**src/rtl/writeback_arbiter.sv**
```systemverilog
// Writeback arbiter: buffers one ALU and one LSU result, round-robins the single
// register-file write port, drops x0 writes and tracks pending destinations.
module writeback_arbiter #(
  parameter int NRegs        = 32,
  parameter int RegWidth     = 32,
  parameter int RegAddrWidth = 5
) (
  input  logic                    iClk,
  input  logic                    iRst,
  input  logic                    iAluValid,
  output logic                    oAluReady,
  input  logic [RegAddrWidth-1:0] iAluRd,
  input  logic [RegWidth-1:0]     iAluData,
  input  logic                    iLsuValid,
  output logic                    oLsuReady,
  input  logic [RegAddrWidth-1:0] iLsuRd,
  input  logic [RegWidth-1:0]     iLsuData,
  input  logic                    iIssueEn,
  input  logic [RegAddrWidth-1:0] iIssueRd,
  output logic                    oWriteEn,
  output logic [RegAddrWidth-1:0] oAddr_Rd,
  output logic [RegWidth-1:0]     oRd,
  output logic [NRegs-1:0]        oBusy
);

  logic                    alu_v_q, alu_v_d;
  logic [RegAddrWidth-1:0] alu_rd_q, alu_rd_d;
  logic [RegWidth-1:0]     alu_data_q, alu_data_d;
  logic                    lsu_v_q, lsu_v_d;
  logic [RegAddrWidth-1:0] lsu_rd_q, lsu_rd_d;
  logic [RegWidth-1:0]     lsu_data_q, lsu_data_d;
  // 1 = LSU was granted most recently, so ALU wins the next contention
  logic                    last_lsu_q, last_lsu_d;
  logic [NRegs-1:0]        busy_q, busy_d;

  logic grant_alu_s, grant_lsu_s;
  logic alu_acc_s, lsu_acc_s;

  // Round-robin grant and ready generation
  always_comb begin
    grant_alu_s = alu_v_q & (~lsu_v_q | last_lsu_q);
    grant_lsu_s = lsu_v_q & (~alu_v_q | ~last_lsu_q);
    oAluReady   = ~alu_v_q | grant_alu_s;
    oLsuReady   = ~lsu_v_q | grant_lsu_s;
    alu_acc_s   = iAluValid & oAluReady;
    lsu_acc_s   = iLsuValid & oLsuReady;
  end

  // Register-file write port, driven straight from the holding entries
  always_comb begin
    oWriteEn = grant_alu_s | grant_lsu_s;
    oAddr_Rd = {RegAddrWidth{1'b0}};
    oRd      = {RegWidth{1'b0}};
    if (grant_alu_s) begin
      oAddr_Rd = alu_rd_q;
      oRd      = alu_data_q;
    end else if (grant_lsu_s) begin
      oAddr_Rd = lsu_rd_q;
      oRd      = lsu_data_q;
    end else begin
      oAddr_Rd = {RegAddrWidth{1'b0}};
      oRd      = {RegWidth{1'b0}};
    end
  end

  // Holding entries: a same-edge accept overrides the drain; x0 results are discarded
  always_comb begin
    alu_v_d    = alu_v_q;
    alu_rd_d   = alu_rd_q;
    alu_data_d = alu_data_q;
    lsu_v_d    = lsu_v_q;
    lsu_rd_d   = lsu_rd_q;
    lsu_data_d = lsu_data_q;
    last_lsu_d = last_lsu_q;
    if (alu_acc_s) begin
      alu_v_d    = (iAluRd != {RegAddrWidth{1'b0}});
      alu_rd_d   = iAluRd;
      alu_data_d = iAluData;
    end else if (grant_alu_s) begin
      alu_v_d = 1'b0;
    end else begin
      alu_v_d = alu_v_q;
    end
    if (lsu_acc_s) begin
      lsu_v_d    = (iLsuRd != {RegAddrWidth{1'b0}});
      lsu_rd_d   = iLsuRd;
      lsu_data_d = iLsuData;
    end else if (grant_lsu_s) begin
      lsu_v_d = 1'b0;
    end else begin
      lsu_v_d = lsu_v_q;
    end
    if (grant_alu_s) begin
      last_lsu_d = 1'b0;
    end else if (grant_lsu_s) begin
      last_lsu_d = 1'b1;
    end else begin
      last_lsu_d = last_lsu_q;
    end
  end

  // Busy scoreboard: a new issue to r beats the completing write to r
  always_comb begin
    busy_d = {NRegs{1'b0}};
    for (int r = 1; r < NRegs; r++) begin
      busy_d[r] = (iIssueEn & (iIssueRd == RegAddrWidth'(r))) |
                  (busy_q[r] & ~(oWriteEn & (oAddr_Rd == RegAddrWidth'(r))));
    end
  end

  // State registers with synchronous reset
  always_ff @(posedge iClk) begin
    if (iRst) begin
      alu_v_q    <= 1'b0;
      alu_rd_q   <= {RegAddrWidth{1'b0}};
      alu_data_q <= {RegWidth{1'b0}};
      lsu_v_q    <= 1'b0;
      lsu_rd_q   <= {RegAddrWidth{1'b0}};
      lsu_data_q <= {RegWidth{1'b0}};
      last_lsu_q <= 1'b1;
      busy_q     <= {NRegs{1'b0}};
    end else begin
      alu_v_q    <= alu_v_d;
      alu_rd_q   <= alu_rd_d;
      alu_data_q <= alu_data_d;
      lsu_v_q    <= lsu_v_d;
      lsu_rd_q   <= lsu_rd_d;
      lsu_data_q <= lsu_data_d;
      last_lsu_q <= last_lsu_d;
      busy_q     <= busy_d;
    end
  end

  assign oBusy = busy_q;

endmodule

```
**config.mk**
```make
export PLATFORM = sky130hd
export DESIGN_NAME = writeback_arbiter
export DESIGN_NICKNAME = d
export VERILOG_FILES = /design/src/rtl/writeback_arbiter.sv
export SDC_FILE = /design/constraint.sdc
export NUM_CORES = 1
export LEC_CHECK = 0
export ABC_AREA = 1
export CAP_MARGIN = 20
export CORE_ASPECT_RATIO = 1.1
export CORE_MARGIN = 5
export CORE_UTILIZATION = 50
export CTS_BUF_LIST = sky130_fd_sc_hd__clkbuf_4 sky130_fd_sc_hd__clkbuf_8 sky130_fd_sc_hd__clkbuf_16
export DETAILED_ROUTE_END_ITERATION = 6
export PLACE_DENSITY = 0.95
export SETUP_SLACK_MARGIN = 0.5
export SLEW_MARGIN = 0
export SYNTH_ARGS = -nofsm -noshare
export SYNTH_HDL_FRONTEND = slang
export SYNTH_SLANG_ARGS = --single-unit
```
**constraint.sdc**
```tcl
create_clock -name iClk -period 3.4 [get_ports iClk]
set_input_delay 0.68 -clock iClk [delete_from_list [all_inputs] [get_ports iClk]]
set_output_delay 0.68 -clock iClk [all_outputs]
set_load 0.01 [all_outputs]
```
# Yosys cells after proc, flatten, opt, wreduce, memory -nomap -nowiden
# Index checks and enable logic that the tools add are counted.
word_totals:
  regBits: 109
  in_bits: 84
  out_inout_bits: 72
  elab_cells: 253
classes:
  eq_ne: 62
  mux: 10
  bitwise: 167
  n_reduce_logical: 5
op_table:
  columns: ["operator", "n"]
  rows:
  - ["equality test 5 bit, second input constant", 32]
  - ["bitwise AND 1 bit", 97]
  - ["equality test 5 x 4 -> 1 bit, second input constant", 16]
  - ["two-way mux 32 bit", 2]
  - ["equality test 5 x 3 -> 1 bit, second input constant", 8]
  - ["OR 1 bit", 36]
  - ["inverter 1 bit", 34]
  - ["equality test 5 x 2 -> 1 bit, second input constant", 4]
  - ["equality test 5 x 1 -> 1 bit, second input constant", 2]
  - ["two-way mux 5 bit", 2]
  - ["nonzero test 5 bit", 2]
  - ["two-way mux 1 bit", 6]
  - ["nonzero test 2 bit", 3]

# Longest topological paths before layout
# Gate-level depths: netlist of run 1.
logic_depth:
  depth_word: 10
  depth_mapped: 10
  ltp_nobuf: 9

# Worst setup path before layout of run 1
# Ideal clock, no wire load.
synth_path:
  kind: "register -> output"
  start: "reg alu_v_q"
  end: "out oRd[3]"
  arrival_ns: 1.088
  required_time_ns: 2.720
  slack_ns: 1.632
  stages_incl_launch_ff: 6
  n_path_buf: 3
  cell_sequence: "dfxtp_1 > buf_4 > buf_2 > buf_1 > nand3_1 > nand2_1"
synth_via:
  elab_chain_cells: 5
  elab_cells_between_ends: 6
  classes_between: "2 x mux; 4 x bitwise"
synth_lines:
  columns: ["item", "line", "rtl"]
  rows:
  - ["start: declaration", "26", "logic alu_v_q, alu_v_d;"]
  - ["start signal: assignment", "123", "alu_v_q <= alu_v_d;"]
  - ["inverter 1 bit", "42", "grant_lsu_s = lsu_v_q & (~alu_v_q | ~last_lsu_q);"]
  - ["OR 1 bit", "42", null]
  - ["bitwise AND 1 bit", "42", null]
  - ["two-way mux 32 bit", "57", "end else if (grant_lsu_s) begin"]
  - ["two-way mux 32 bit (*)", "54", "if (grant_alu_s) begin"]
  - ["end: declaration", "22", "output logic [RegWidth-1:0] oRd,"]
# Every way passes the cells marked *; elsewhere a longest branch is shown, timed or not.

# Worst setup path in the final report of run 1
layout_path:
  start: "reg alu_v_q"
  end: "out oAddr_Rd[4]"
layout_via:
  elab_chain_cells: 5
  elab_cells_between_ends: 6
  classes_between: "2 x mux; 4 x bitwise"
layout_lines:
  columns: ["item", "line", "rtl"]
  rows:
  - ["inverter 1 bit", "42", null]
  - ["OR 1 bit", "42", null]
  - ["bitwise AND 1 bit", "42", null]
  - ["two-way mux 5 bit", "57", null]
  - ["two-way mux 5 bit (*)", "54", null]
  - ["end: declaration", "21", "output logic [RegAddrWidth-1:0] oAddr_Rd,"]
# Marked as above.

==> results by group, run 1 <==
Placed design
  • Placed inst area: 0.00629 sq mm
  • Final RePlAce weighted congestion: about 0.87
  • PortBufs: 154
  • Dpl hpwl: approximately 9.8 mm

Critical path
  • CP endpoint kind: primary output
  • Reg2Reg Depth: 8
  • FF-to-FF End: alu_rd_q[3]$_SDFFE_PP0P_
  • Reg2Reg Setup Slack: 1.17 ns
  • CP required: ~2.7 ns
  • Critical Path Fanout Max: 43
  • CP startpoint kind: register
  • WP data arrival: 2.09 ns
  • Critical R2R Launch: alu_v_q$_SDFFE_PP0P_
  • Crit Path Category: reg -> out

Floorplan
  • Core ar.: 0.00931 sq mm
  • Die X-Extent: approximately 100 microns
  • Site Rows: 37
  • Io pins: 156
  • Die Y: 112 microns
  • Initial Utilization: 50.9%
  • Full die area: 0.0115 sq mm

Worst hold path
  • Hold wc startpoint: oBusy[30]$_SDFF_PP0_
  • Min-delay worst type: reg -> reg
  • Worst hold stages: 2
  • Hold EP: oBusy[30]$_SDFF_PP0_

Synth
  • Async S/R FF share, synth: 0%
  • Seq cells post-synth: 108
  • Largest area contributor in the netlist: dfxtp_1
  • Area contributors post-synth: dfxtp_1 (46%), nor2_1 (13%), nand3_1 (11%)
  • Syn Std Cell Area: 0.00473 sq mm
  • Post-synthesis sequential area ratio: 45.7%
  • Most frequent cell after synthesis: nor2_1
  • Avg Inst Size Synth: 6.91 sq um
  • Mapped Cells: 685
  • Number of synthesized flops with an enable pin: 0
  • Post-Synthesis Net Count: 769
  • Primary FF master, synth: dfxtp_1
  • Ys Warns: 0
  • Yosys top cell area share: 45.7%
  • Post-synth top cells: nor2_1 (161), nand2_1 (110), dfxtp_1 (108)
  • Synth unique cells: 24

Global routing
  • Largest net degree at the start of global routing: 60
  • Vias in the first global route: between 4k and 5k
  • Initial antenna violation count: 0
  • First-pass GRT wire length: around 22 mm
  • Global-route usage over all layers: approximately a quarter
  • GR Overflow Total: 0

Clock network
  • CTS Sinks: 108
  • Clock buffer depth: 2
  • TritonCTS buffer count: 9
  • CTS tree: yes
  • Clock Pin Slew Worst Setup and Hold Paths: ~0.11 ns
  • Clk root buf: clkbuf_8
  • Post-cts hold buffer count: 0
  • H-Tree Depth: 3
  • Worst skew pair latency: 0.38 ns

Detailed routing
  • Remaining DRCs: 0
  • Post-route ant nets: 0
  • Final WL: approximately 14 mm
  • DRT Pass-1 Iters: 5
  • Vias: 5056
  • WL per Instance: 14.7 microns
  • Detailed Route Iter0 Violations: 342
  • Vias/cell: 5.41

Layout
  • Diode count: 0
  • Share of layout cells above drive strength 1: 6.24%
  • Finished layout cell area: approximately 0.0065 sq mm
  • Final net count: 896
  • Syn-to-layout area delta: 37.8%

Pwr
  • Worst vdd ir: about 0.27 mV
  • Pwr dens: 405 mW/mm^2
  • Leak pwr: 0.00260 uW

Timing
  • Final slew viol count: 0
  • Setup TNS: 0 ns
  • Max-slew headroom: 54.9%
  • Hold Fails Final Rpt: 0
  • Worst slew pin tran: 0.676 ns
  • Fin crit share: 81.4%
  • Minimum clock period: around 2.8 ns
  • Setup-failing EPs final: 0
  • Setup clock skew after layout: between 0.015 and 0.02 ns
  • Unrepaired setup endpoints after global routing: false
  • Fmax: 0.361 GHz

Flow run
  • Max-Cap Viols: 0

Outcome
  • Status: complete, no violations
-- layout by cell type, fill, tap and decap left out, drive strengths merged --
master	synthesis	routed
a21oi	36	36
o41ai	1	1
clkinvlp	0	1
nand3b	2	2
inv	18	22
nor2	167	167
or2	3	3
o21ai	74	74
conb	1	1
clkinv	0	2
dfxtp	108	108
clkdlybuf4s50	0	154
clkbuf	27	9
buf	21	10
o211ai	1	1
nand3	107	107
o31ai	1	1
nand2	118	118
-- metal layers --
layer  vias up  track usage [%]  routed length (microns)
li1       2489                -                        -
met1      2300             28.3                     5090
met2       245             40.0                     6690
met3        22             8.76                     1710
met4         0             6.82                      262
met5         -                0                        0
-- flip-flops by register name, summed over array words and instances, names as in the netlist --
name	flops
alu_rd_q	5
lsu_rd_q	5
alu_data_q	32
lsu_data_q	32
alu_v_q	1
last_lsu_q	1
oBusy	31
lsu_v_q	1
-- through the flow --
| stage | hold WS [ns] | total power, uW | std cells | util [%] | worst slack, ns |
|---|---|---|---|---|---|
| final | 0.468 | 2640 | 934 | 70.1 | 0.631 |
| after detailed placement | 0.452 | 1860 | 918 | 67.6 | 0.898 |
| after global placement | 0.448 | 1850 | 918 | 67.6 | 0.937 |
| after CTS | 0.468 | 2640 | 934 | 69.9 | 0.487 |
| after global routing | 0.478 | 2750 | 934 | 70.1 | 0.513 |
| after floorplan | 0.456 | 1640 | 685 | - | 1.63 |
-- worst max path at each step --
| stage | startpoint | to | slack [ns] | depth (start not counted) |
|---|---|---|---|---|
| finish | alu_v_q$_SDFFE_PP0P_ | oAddr_Rd[4] | 0.63 | 4 |
| global route | last_lsu_q$_SDFFE_PP1P_ | oWriteEn | 0.51 | 6 |
| CTS | last_lsu_q$_SDFFE_PP1P_ | oAddr_Rd[0] | 0.49 | 5 |
| detailed placement | last_lsu_q$_SDFFE_PP1P_ | oAddr_Rd[0] | 0.90 | 5 |
| global placement | last_lsu_q$_SDFFE_PP1P_ | oAddr_Rd[0] | 0.94 | 5 |
| floorplan | alu_v_q$_SDFFE_PP0P_ | oRd[3] | 1.63 | 5 |
-- critical path, cell delays in order, from the launching register on --
cell and delay, ns:
dfxtp_1 0.40, buf_6 0.32, nand3_1 0.19, nand2_4 0.22
clkdlybuf4s50_1 0.58
-- logic make-up after synthesis --
logic type	after synthesis	share of synthesized area [%]
compound gates	113	12.1
simple gates	397	36.0
other cells	1	0.0792
flops	108	45.7
buf+inv	66	6.11
-- where the power goes --
| group | internal (uW) | total, uW | switching [uW] |
|---|---|---|---|
| Sequential | 1340 | 1380 | 40.0 |
| Clock | 300 | 799 | 500 |
| Combinational | 218 | 462 | 244 |
-- layout make-up --
type                       instances  area (sq um)
clock buffer                       9           124
clock inverter                     7          85.1
fill                             752          2780
inverter                          18          67.6
multi-input combinational        511          2290
sequential                       108          2160
tap                              117           146
timing repair buffer             164          1640
-- what timing repair did --
action	in CTS	in global routing
endpoints found under the setup margin	2	20
gates resized for setup	1	5
setup buffers	0	0
Power figures use the tool's default switching activity.
==> run 2: changes to the inputs <==
--- a/config.mk
+++ b/config.mk
@@ -9,10 +9,10 @@
 export CAP_MARGIN = 20
 export CORE_ASPECT_RATIO = 1.1
 export CORE_MARGIN = 5
-export CORE_UTILIZATION = 50
+export CORE_UTILIZATION = 42
 export CTS_BUF_LIST = sky130_fd_sc_hd__clkbuf_4 sky130_fd_sc_hd__clkbuf_8 sky130_fd_sc_hd__clkbuf_16
 export DETAILED_ROUTE_END_ITERATION = 6
-export PLACE_DENSITY = 0.95
+export PLACE_DENSITY = 0.88
 export SETUP_SLACK_MARGIN = 0.5
 export SLEW_MARGIN = 0
 export SYNTH_ARGS = -nofsm -noshare
==> constraint.sdc (replaced) <==
create_clock -name iClk -period 2.3 [get_ports iClk]
set_input_delay 0.46 -clock iClk [delete_from_list [all_inputs] [get_ports iClk]]
set_output_delay 0.46 -clock iClk [all_outputs]
set_load 0.01 [all_outputs]
==> results by group, run 2 (synthesis results as in run 1) <==
Outcome
  • Status: complete, no violations (unchanged)

Layout
  • Share of layout cells above drive strength 1: 18.3% (was 6.24%)
  • Most common cell after layout, fill and taps aside: nor2_1 (unchanged)
  • Core Util, Final: 64.2% (was 70.1%)
  • Diode count: 0 (unchanged)
  • Final net count: 926 (was 896)
  • Syn-to-layout area delta: 48.6% (was 37.8%)
  • Most frequent cells in the layout: nor2_1 (161), clkdlybuf4s50_1 (114), dfxtp_1 (105) (was nor2_1 (161), clkdlybuf4s50_1 (154), nand2_1 (110))

Critical path
  • CP startpoint kind: register (unchanged)
  • WP data arrival: 1.43 ns (was 2.09 ns)
  • Critical Path Fanout Max: 7 (was 43)
  • Crit Path Category: reg -> out (unchanged)
  • Critical R2R Launch: last_lsu_q$_SDFFE_PP1P_ (was alu_v_q$_SDFFE_PP0P_)
  • CP endpoint kind: primary output (unchanged)
  • CP required: 1.84 ns (was 2.72 ns)
  • Crit path launch: last_lsu_q$_SDFFE_PP1P_ (was alu_v_q$_SDFFE_PP0P_)

Floorplan
  • Initial Utilization: 43.2% (was 50.9%)
  • Die X-Extent: 111 microns (was 103 microns)
  • Site Rows: 40 (was 37)
  • Core ar.: 0.0110 sq mm (was 0.00931 sq mm)
  • Die Y: 121 microns (was 112 microns)
  • Io pins: 156 (unchanged)
  • Full die area: 0.0135 sq mm (was 0.0115 sq mm)

Pwr
  • Int Pwr: 3090 uW (was 1850 uW)
  • Switching Share: 27.4% (was 29.7%)
  • Net switching power: 1170 uW (was 783 uW)
  • Clock power share: 34.3% (was 30.3%)
  • Sequential share of power: 48.1% (was 52.2%)
  • Combinational share of power: 17.7% (was 17.5%)
  • Pwr dens: 606 mW/mm^2 (was 405 mW/mm^2)
  • Worst vdd ir: 0.389 mV (was 0.273 mV)
  • Leak pwr: 0.00290 uW (was 0.00260 uW)

Timing
  • Worst slew pin tran: 0.512 ns (was 0.676 ns)
  • Final slew viol count: 0 (unchanged)
  • Fin crit share: 82.4%
  • Fmax: 0.528 GHz
  • Setup TNS: 0 ns (unchanged)
  • Max-slew headroom: 65.8% (was 54.9%)
  • Unrepaired setup endpoints after global routing: true (was false)
  • Hold Fails Final Rpt: 0 (unchanged)
  • Setup-failing EPs final: 0 (unchanged)
  • Minimum clock period: 1.89 ns
  • Setup clock skew after layout: 0.00929 ns (was 0.0157 ns)

Placed design
  • PortBufs: 154 (unchanged)
  • Final RePlAce weighted congestion: 0.923 (was 0.875)
  • Dpl hpwl: 10.5 mm (was 9.82 mm)

Clock network
  • Clk root buf: clkbuf_16 (was clkbuf_8)
  • Clock Pin Slew Worst Setup and Hold Paths: 0.07 ns (was 0.11 ns)
  • CTS Sinks: 108 (unchanged)
  • Worst skew pair latency: 0.35 ns (was 0.38 ns)
  • CTS tree: yes (unchanged)
  • Clock buffer depth: 2 (unchanged)
  • H-Tree Depth: 3 (unchanged)
  • TritonCTS buffer count: 9 (unchanged)

Detailed routing
  • DRT Pass-1 Iters: 7 (was 5)
  • Final WL: 15.7 mm (was 13.8 mm)
  • WL per Instance: 15.8 microns (was 14.7 microns)
  • Detailed Route Iter0 Violations: 382 (was 342)
  • Post-route ant nets: 0 (unchanged)
  • Vias/cell: 5.28 (was 5.41)
  • Vias: 5252 (was 5056)
  • Remaining DRCs: 0 (unchanged)

Global routing
  • GR Overflow Total: 0 (unchanged)
  • Global-route usage over all layers: 22.2% (was 23.8%)
  • Vias in the first global route: 4928 (was 4735)
  • Initial antenna violation count: 0 (unchanged)
  • First-pass GRT wire length: 24.2 mm (was 22.1 mm)
  • Largest net degree at the start of global routing: 76 (was 60)

Worst hold path
  • Min-delay worst type: reg -> reg (unchanged)
  • Hold wc startpoint: oBusy[29]$_SDFF_PP0_ (was oBusy[30]$_SDFF_PP0_)

Flow run
  • Max-Cap Viols: 0 (unchanged)
[run 2: worst max-delay path, stage by stage (launching register included)]
cell and delay (ns):
dfxtp_4 0.40, inv_4 0.06, nand2_8 0.10, buf_6 0.12
buf_6 0.12, nand3_2 0.06, nand2_1 0.09, buf_2 0.14
[run 2: metrics by stage]
step / setup WS, ns / power (uW) / hold WS (ns) / cell area, sq um / std cells
floorplan: 0.752 / 2420 / 0.456 / 4730 / 685
global placement: 0.354 / 2760 / 0.447 / 6420 / 957
detailed placement: 0.299 / 2770 / 0.451 / 6420 / 957
CTS: 0.417 / 4210 / 0.463 / 6770 / 989
global route: 0.374 / 4430 / 0.483 / 7030 / 994
finish: 0.405 / 4260 / 0.460 / 7030 / 994
[run 2: routing by layer]
metal  routed length [microns]  vias up  share of wire, %  global-route usage [%]
met5                         0        -                 0                       0
met2                      7660      275                49                    39.2
met3                      1590       41                10                    7.53
met4                       433        0               2.8                    9.51
li1                          -     2555                 -                       -
met1                      6030     2381                38                    24.3
[run 2: cell type report]
type | instances | area (sq um)
inverter | 18 | 70.1
tap | 147 | 184
sequential | 108 | 2170
timing repair buffer | 194 | 1850
clock buffer | 11 | 240
multi-input combinational | 511 | 2480
fill | 890 | 3930
clock inverter | 5 | 37.5
[run 2: power by group through the flow]
stage / combinational, uW / clock (uW) / sequential, uW
after floorplan: 355 / 0 / 2060
after global placement: 682 / 0 / 2070
after detailed placement: 694 / 0 / 2080
after CTS: 699 / 1460 / 2040
after global routing: 818 / 1550 / 2060
final: 753 / 1460 / 2050
[run 2: path summary, 6_finish.rpt]
path / endpoint / slack (ns) / cells past startpoint
worst max register to register: alu_data_q[5]$_SDFFE_PP0P_ / 0.53 / 9
worst max-delay path: oRd[23] / 0.41 / 7
worst min-delay path: oBusy[29]$_SDFF_PP0_ / 0.46 / 2
worst min register to register: oBusy[29]$_SDFF_PP0_ / 0.46 / 2
[run 2: repair_timing]
action                     CTS  global route
pin swaps                    7            15
setup buffers               14             5
gates cloned                 2             0
hold buffers                 0             0
setup endpoints to repair   40            54
gates resized for setup    183            54
==> RTL edit 1: new RTL, settings of run 2 <==
The parameter `RegAddrWidth` goes from 5 to 6.
--- a/src/rtl/writeback_arbiter.sv
+++ b/src/rtl/writeback_arbiter.sv
@@ -4,5 +4,5 @@
   parameter int NRegs        = 32,
   parameter int RegWidth     = 32,
-  parameter int RegAddrWidth = 5
+  parameter int RegAddrWidth = 6
 ) (
   input  logic                    iClk,
Interface: changed (resized iAluRd, iIssueRd, iLsuRd and oAddr_Rd); port bits go from 156 to 160. The function was not compared with the original's and may differ.
==> RTL edit 1 against run 2 <==
Power rose by 6.7%. Global-route usage grew 1.4 points. Critical path depth shrank 1. Setup slack got worse by 0.0046 ns. Hold slack better by 0.0038 ns. Non-clock buffer count up 25. First-iteration DRC count increased by 29%. Area after synthesis rose by 5.1%. Sequential cell count up 2. Wire length is 17% higher. Count of clock-buffer cells in the layout stayed put. Combinational power increased by 20%. Cell area grew 10%. Fmax shrank 0.24%. Largest cell class unchanged. Highest routed layer unchanged.
==> RTL edit 1: results (changes against run 2) <==
| Metric | Value |
|---|---|
| First-pass GRT wire length | `26300 um (was 24200 um)` |
| Register area share after synthesis | `44.3% (was 45.7%)` |
| PwrDens | `585 nW/um^2 (was 606 nW/um^2)` |
| Initial drt markers | `492 (was 382)` |
| Cell count after placement | `976 (was 957)` |
| Switching power | `1.29 mW (was 1.17 mW)` |
| Synth Area in Compound Gates | `12.0% (was 12.1%)` |
| Placed Instance Area | `6670 um^2 (was 6420 um^2)` |
| Worst R2R Path Depth | `7 (was 9)` |
| Reg-to-reg critical path endpoint | `alu_data_q[4]$_SDFFE_PP0P_ (was alu_data_q[5]$_SDFFE_PP0P_)` |
| Hold Crit Start | `oBusy[13]$_SDFF_PP0_ (was oBusy[29]$_SDFF_PP0_)` |
| Clock Skews | `0.0142 ns (was 0.00929 ns)` |
| Clk slew on worst S/H paths | `0.08 ns` |
| Total GRT Usage | `23.6% (was 22.2%)` |
| Leak | `3.20 nW (was 2.90 nW)` |
| RR Startpoint | `lsu_v_q$_SDFFE_PP0P_ (was last_lsu_q$_SDFFE_PP1P_)` |
| CP top delay family | `flip-flops (was buffers and inverters)` |
| Most frequent cells after synthesis | `nor2_1, nand2_1, dfxtp_1 (unchanged)` |
| Synth Net Count | `790 (was 769)` |
| Worst hold margin | `0.464 ns (was 0.460 ns)` |
| Syn Area/Cell | `7.08 um^2 (was 6.91 um^2)` |
| Comb. pwr | `0.901 mW (was 0.753 mW)` |
| Vias per cell | `5.41 (was 5.28)` |
| Worst path max stage delay | `0.47 ns (was 0.40 ns)` |
| Distinct cells, synth | `27 (was 24)` |
| Crit path DAT | `1.44 ns` |
| Worst Setup EP | `oAddr_Rd[4] (was oRd[23])` |
| Number of global-route vias before repair | `5231 (was 4928)` |
| Final period util | `82.6% (was 82.4%)` |
| Worst hold endpoint | `oBusy[13]$_SDFF_PP0_ (was oBusy[29]$_SDFF_PP0_)` |
| Most common cell in the netlist | `nor2_1 (unchanged)` |
| Nets | `974 (was 926)` |
| Synth area leaders | `dfxtp_1, nor2_1, nand3_1 (unchanged)` |
| Status | `finished, final reports clean (unchanged)` |
| Post-DP HPWL | `10600 um (was 10500 um)` |
| Seq group | `2.09 mW (was 2.05 mW)` |
| Share of post-route cells with drive strength above 1 | `21.4% (was 18.3%)` |
| Maximum vdd drop | `0.382 mV (was 0.389 mV)` |
| Dpl ws | `0.246 ns (was 0.299 ns)` |
| Util after Layout | `67.3% (was 64.2%)` |
| DR pass1 iterations | `5 (was 7)` |
| Placer Congestion | `0.877 (was 0.923)` |
| Routed Wire Length | `18400 um (was 15700 um)` |
| Non-Filler Instances | `1042 (was 994)` |
| Layout fillers | `907 (was 890)` |
| Clock Latency Late Sink | `0.36 ns` |
| I/O Buffers | `158 (was 154)` |
| Largest net degree at the start of global routing | `78 (was 76)` |
## RTL edit 1: cell types whose count changed in the layout (fill, tap and decap cells not counted), moves of 3 or more
cell and delta:
buf_12 +8, o21ai_0 +5, clkdlybuf4s50_1 +3, buf_16 +4
nand3_4 +4, nand2_2 +3, clkbuf_16 +4, nand2_4 +5
buf_6 +7, nor2_1 +3, o21ai_1 -3
## RTL edit 1: routing by layer
metal  routed length (um)  up-vias  global-route usage, %
met5                    0        -                      0
met4                  409        0                   8.09
met3                 1960       42                   7.48
met2                 9100      317                   41.3
met1                 6920     2609                   27.4
li1                     -     2674                      -
## RTL edit 1: cell type report
class	count	share of cell area (%)
clock buffers	11	3.25
clock inverters	5	0.515
inverters	14	0.773
multi-input cells	533	34.8
flip-flops and latches	110	28.5
well taps	150	2.42
repair buffers	219	29.7
## RTL edit 1: timing repair
action,CTS,global route
setup endpoints to repair,41,50
setup buffers,14,24
gates cloned,6,6
gates resized for setup,146,115
pin swaps,2,22
==> RTL edit 2: new RTL, flow settings as in run 2 <==
Without the edit above. Make the reset (`iRst`) asynchronous in one clocked block. Comments in the files are not updated.
--- a/src/rtl/writeback_arbiter.sv
+++ b/src/rtl/writeback_arbiter.sv
@@ -110,5 +110,5 @@
 
   // State registers with synchronous reset
-  always_ff @(posedge iClk) begin
+  always_ff @(posedge iClk or posedge iRst) begin
     if (iRst) begin
       alu_v_q    <= 1'b0;
Function: differs if iRst is asserted again (counterexample within 4 cycles, from zero or initial values and one cycle with iRst high); with iRst held inactive, the same outputs for 10 cycles.
==> RTL edit 2 against run 2 <==
Setup slack lost 0.22 ns. Count of clock-buffer cells in the layout is the same. Clock skew up 0.00098 ns. Die area up 5.5%. Largest cell class is now flip-flops and latches. Fmax fell by 10%. Area after synthesis rose by 6.1%. Wire length is 4.3% higher. Sequential share of layout area up 5.4 points. Sequential cell count unchanged. Cell area up 6.0%. Synthesized cell count shrank 19%.
Power is not compared: it rests on default switching activity, and its combinational part moved more than twofold at a synthesized area within 25%.
==> RTL edit 2: results (changes against run 2) <==
| Metric | Value |
|---|---|
| Status | `finished, final reports clean (unchanged)` |
| Multi-input gate count | `375 (was 511)` |
| Plain + repair buffers | `191 (was 194)` |
| Signal inverters | `53 (was 18)` |
| Timing-limited maximum frequency | `473 MHz (was 528 MHz)` |
| DR pass1 iterations | `4 (was 7)` |
| RR Startpoint | `last_lsu_q$_DFFE_PP1P_ (was last_lsu_q$_SDFFE_PP1P_)` |
| Max FO, Critical Path | `8 (was 7)` |
| Total GRT Usage | `22.3% (was 22.2%)` |
| Dpl ws | `-0.0467 ns (was 0.299 ns)` |
| Share of post-route cells with drive strength above 1 | `24.1% (was 18.3%)` |
| Post-DP HPWL | `10100 um (was 10500 um)` |
| Synth area leaders | `dfrtp_1, nand2_1, nand3_1 (was dfxtp_1, nor2_1, nand3_1)` |
| Clk slew on worst S/H paths | `0.07 ns (about the same)` |
| Distinct cells, synth | `28 (was 24)` |
| Initial drt markers | `289 (was 382)` |
| Synth Flop Type | `dfrtp_1 (was dfxtp_1)` |
| Hold Crit Start | `oBusy[13]$_DFF_PP0_ (was oBusy[29]$_SDFF_PP0_)` |
| Most frequent cells after synthesis | `nand2_1, dfrtp_1, nand3_1 (was nor2_1, nand2_1, dfxtp_1)` |
| Met2 usage | `37.2% (was 39.2%)` |
| Synth Net Count | `641 (was 769)` |
| Non-Filler Instances | `893 (was 994)` |
| Routed Wire Length | `16400 um (was 15700 um)` |
| Number of global-route vias before repair | `4805 (was 4928)` |
| Worst Setup EP | `oRd[24] (was oRd[23])` |
| Crit-path slowest cell | `dfrtp_2 (was dfxtp_4)` |
| Global Route met3 Usage | `5.20% (was 7.53%)` |
| Post-Syn Area | `5020 um^2 (was 4730 um^2)` |
| Worst hold margin | `0.472 ns (was 0.460 ns)` |
| Register area share after synthesis | `53.8% (was 45.7%)` |
| Reg-to-reg critical path endpoint | `oBusy[7]$_DFF_PP0_ (was alu_data_q[5]$_SDFFE_PP0P_)` |
| Vias per cell | `5.25 (was 5.28)` |
| Area taken by flip-flops and latches | `2710 um^2 (was 2170 um^2)` |
| First-pass GRT wire length | `25100 um (was 24200 um)` |
| Nets | `822 (was 926)` |
| Fraction of area in multi-input gates | `30.3% (was 35.3%)` |
| Clock Skews | `0.0103 ns (was 0.00929 ns)` |
| Placed Instance Area | `6700 um^2 (was 6420 um^2)` |
| Layout fillers | `906 (was 890)` |
| Worst hold endpoint | `oBusy[13]$_DFF_PP0_ (was oBusy[29]$_SDFF_PP0_)` |
| Worst slew pin tran | `0.579 ns (was 0.512 ns)` |
| Ys async rst share | `100% (was 0%)` |
| Cell count after placement | `846 (was 957)` |
| Met2 WL post-DR | `8420 um (was 7660 um)` |
| Postcts setup bufs | `19 (was 14)` |
| Layout non-clock buf frac | `23.8% (was 26.2%)` |
| Placer Congestion | `0.887 (was 0.923)` |
| Largest net degree at the start of global routing | `109 (was 76)` |
-- RTL edit 2: changes by cell type after synthesis, sizes merged, moves of 33 or more --
cell / before / now
nand3: 107 / 61
o21ai: 74 / 34
mux2: 0 / 35
nor2: 167 / 60
inv: 18 / 51
dfrtp: 0 / 107
dfxtp: 108 / 0
-- RTL edit 2: critical path: cells and delay by family (launching register included) --
family	cells	cell delay (ns)
AO/OA/AOI/OAI	1	0.14
AND/OR/NAND/NOR	2	0.26
buffers and inverters	3	0.44
flip-flops	1	0.47
-- RTL edit 2: per-stage QoR --
step                      utilization [%]  setup TNS [ns]
after floorplan                         -               0
after global placement               57.8        -0.00387
after detailed placement             57.8         -0.0764
after CTS                            62.1               0
after global routing                 64.3               0
final                                64.3               0
-- RTL edit 2: cell families after synthesis --
group,Yosys count,synth area share (%)
simple gates,261,23.5
flops,108,53.9
buf+inv,78,7.15
compound gates,74,7.58
mux,35,7.85
other cells,1,0.0747
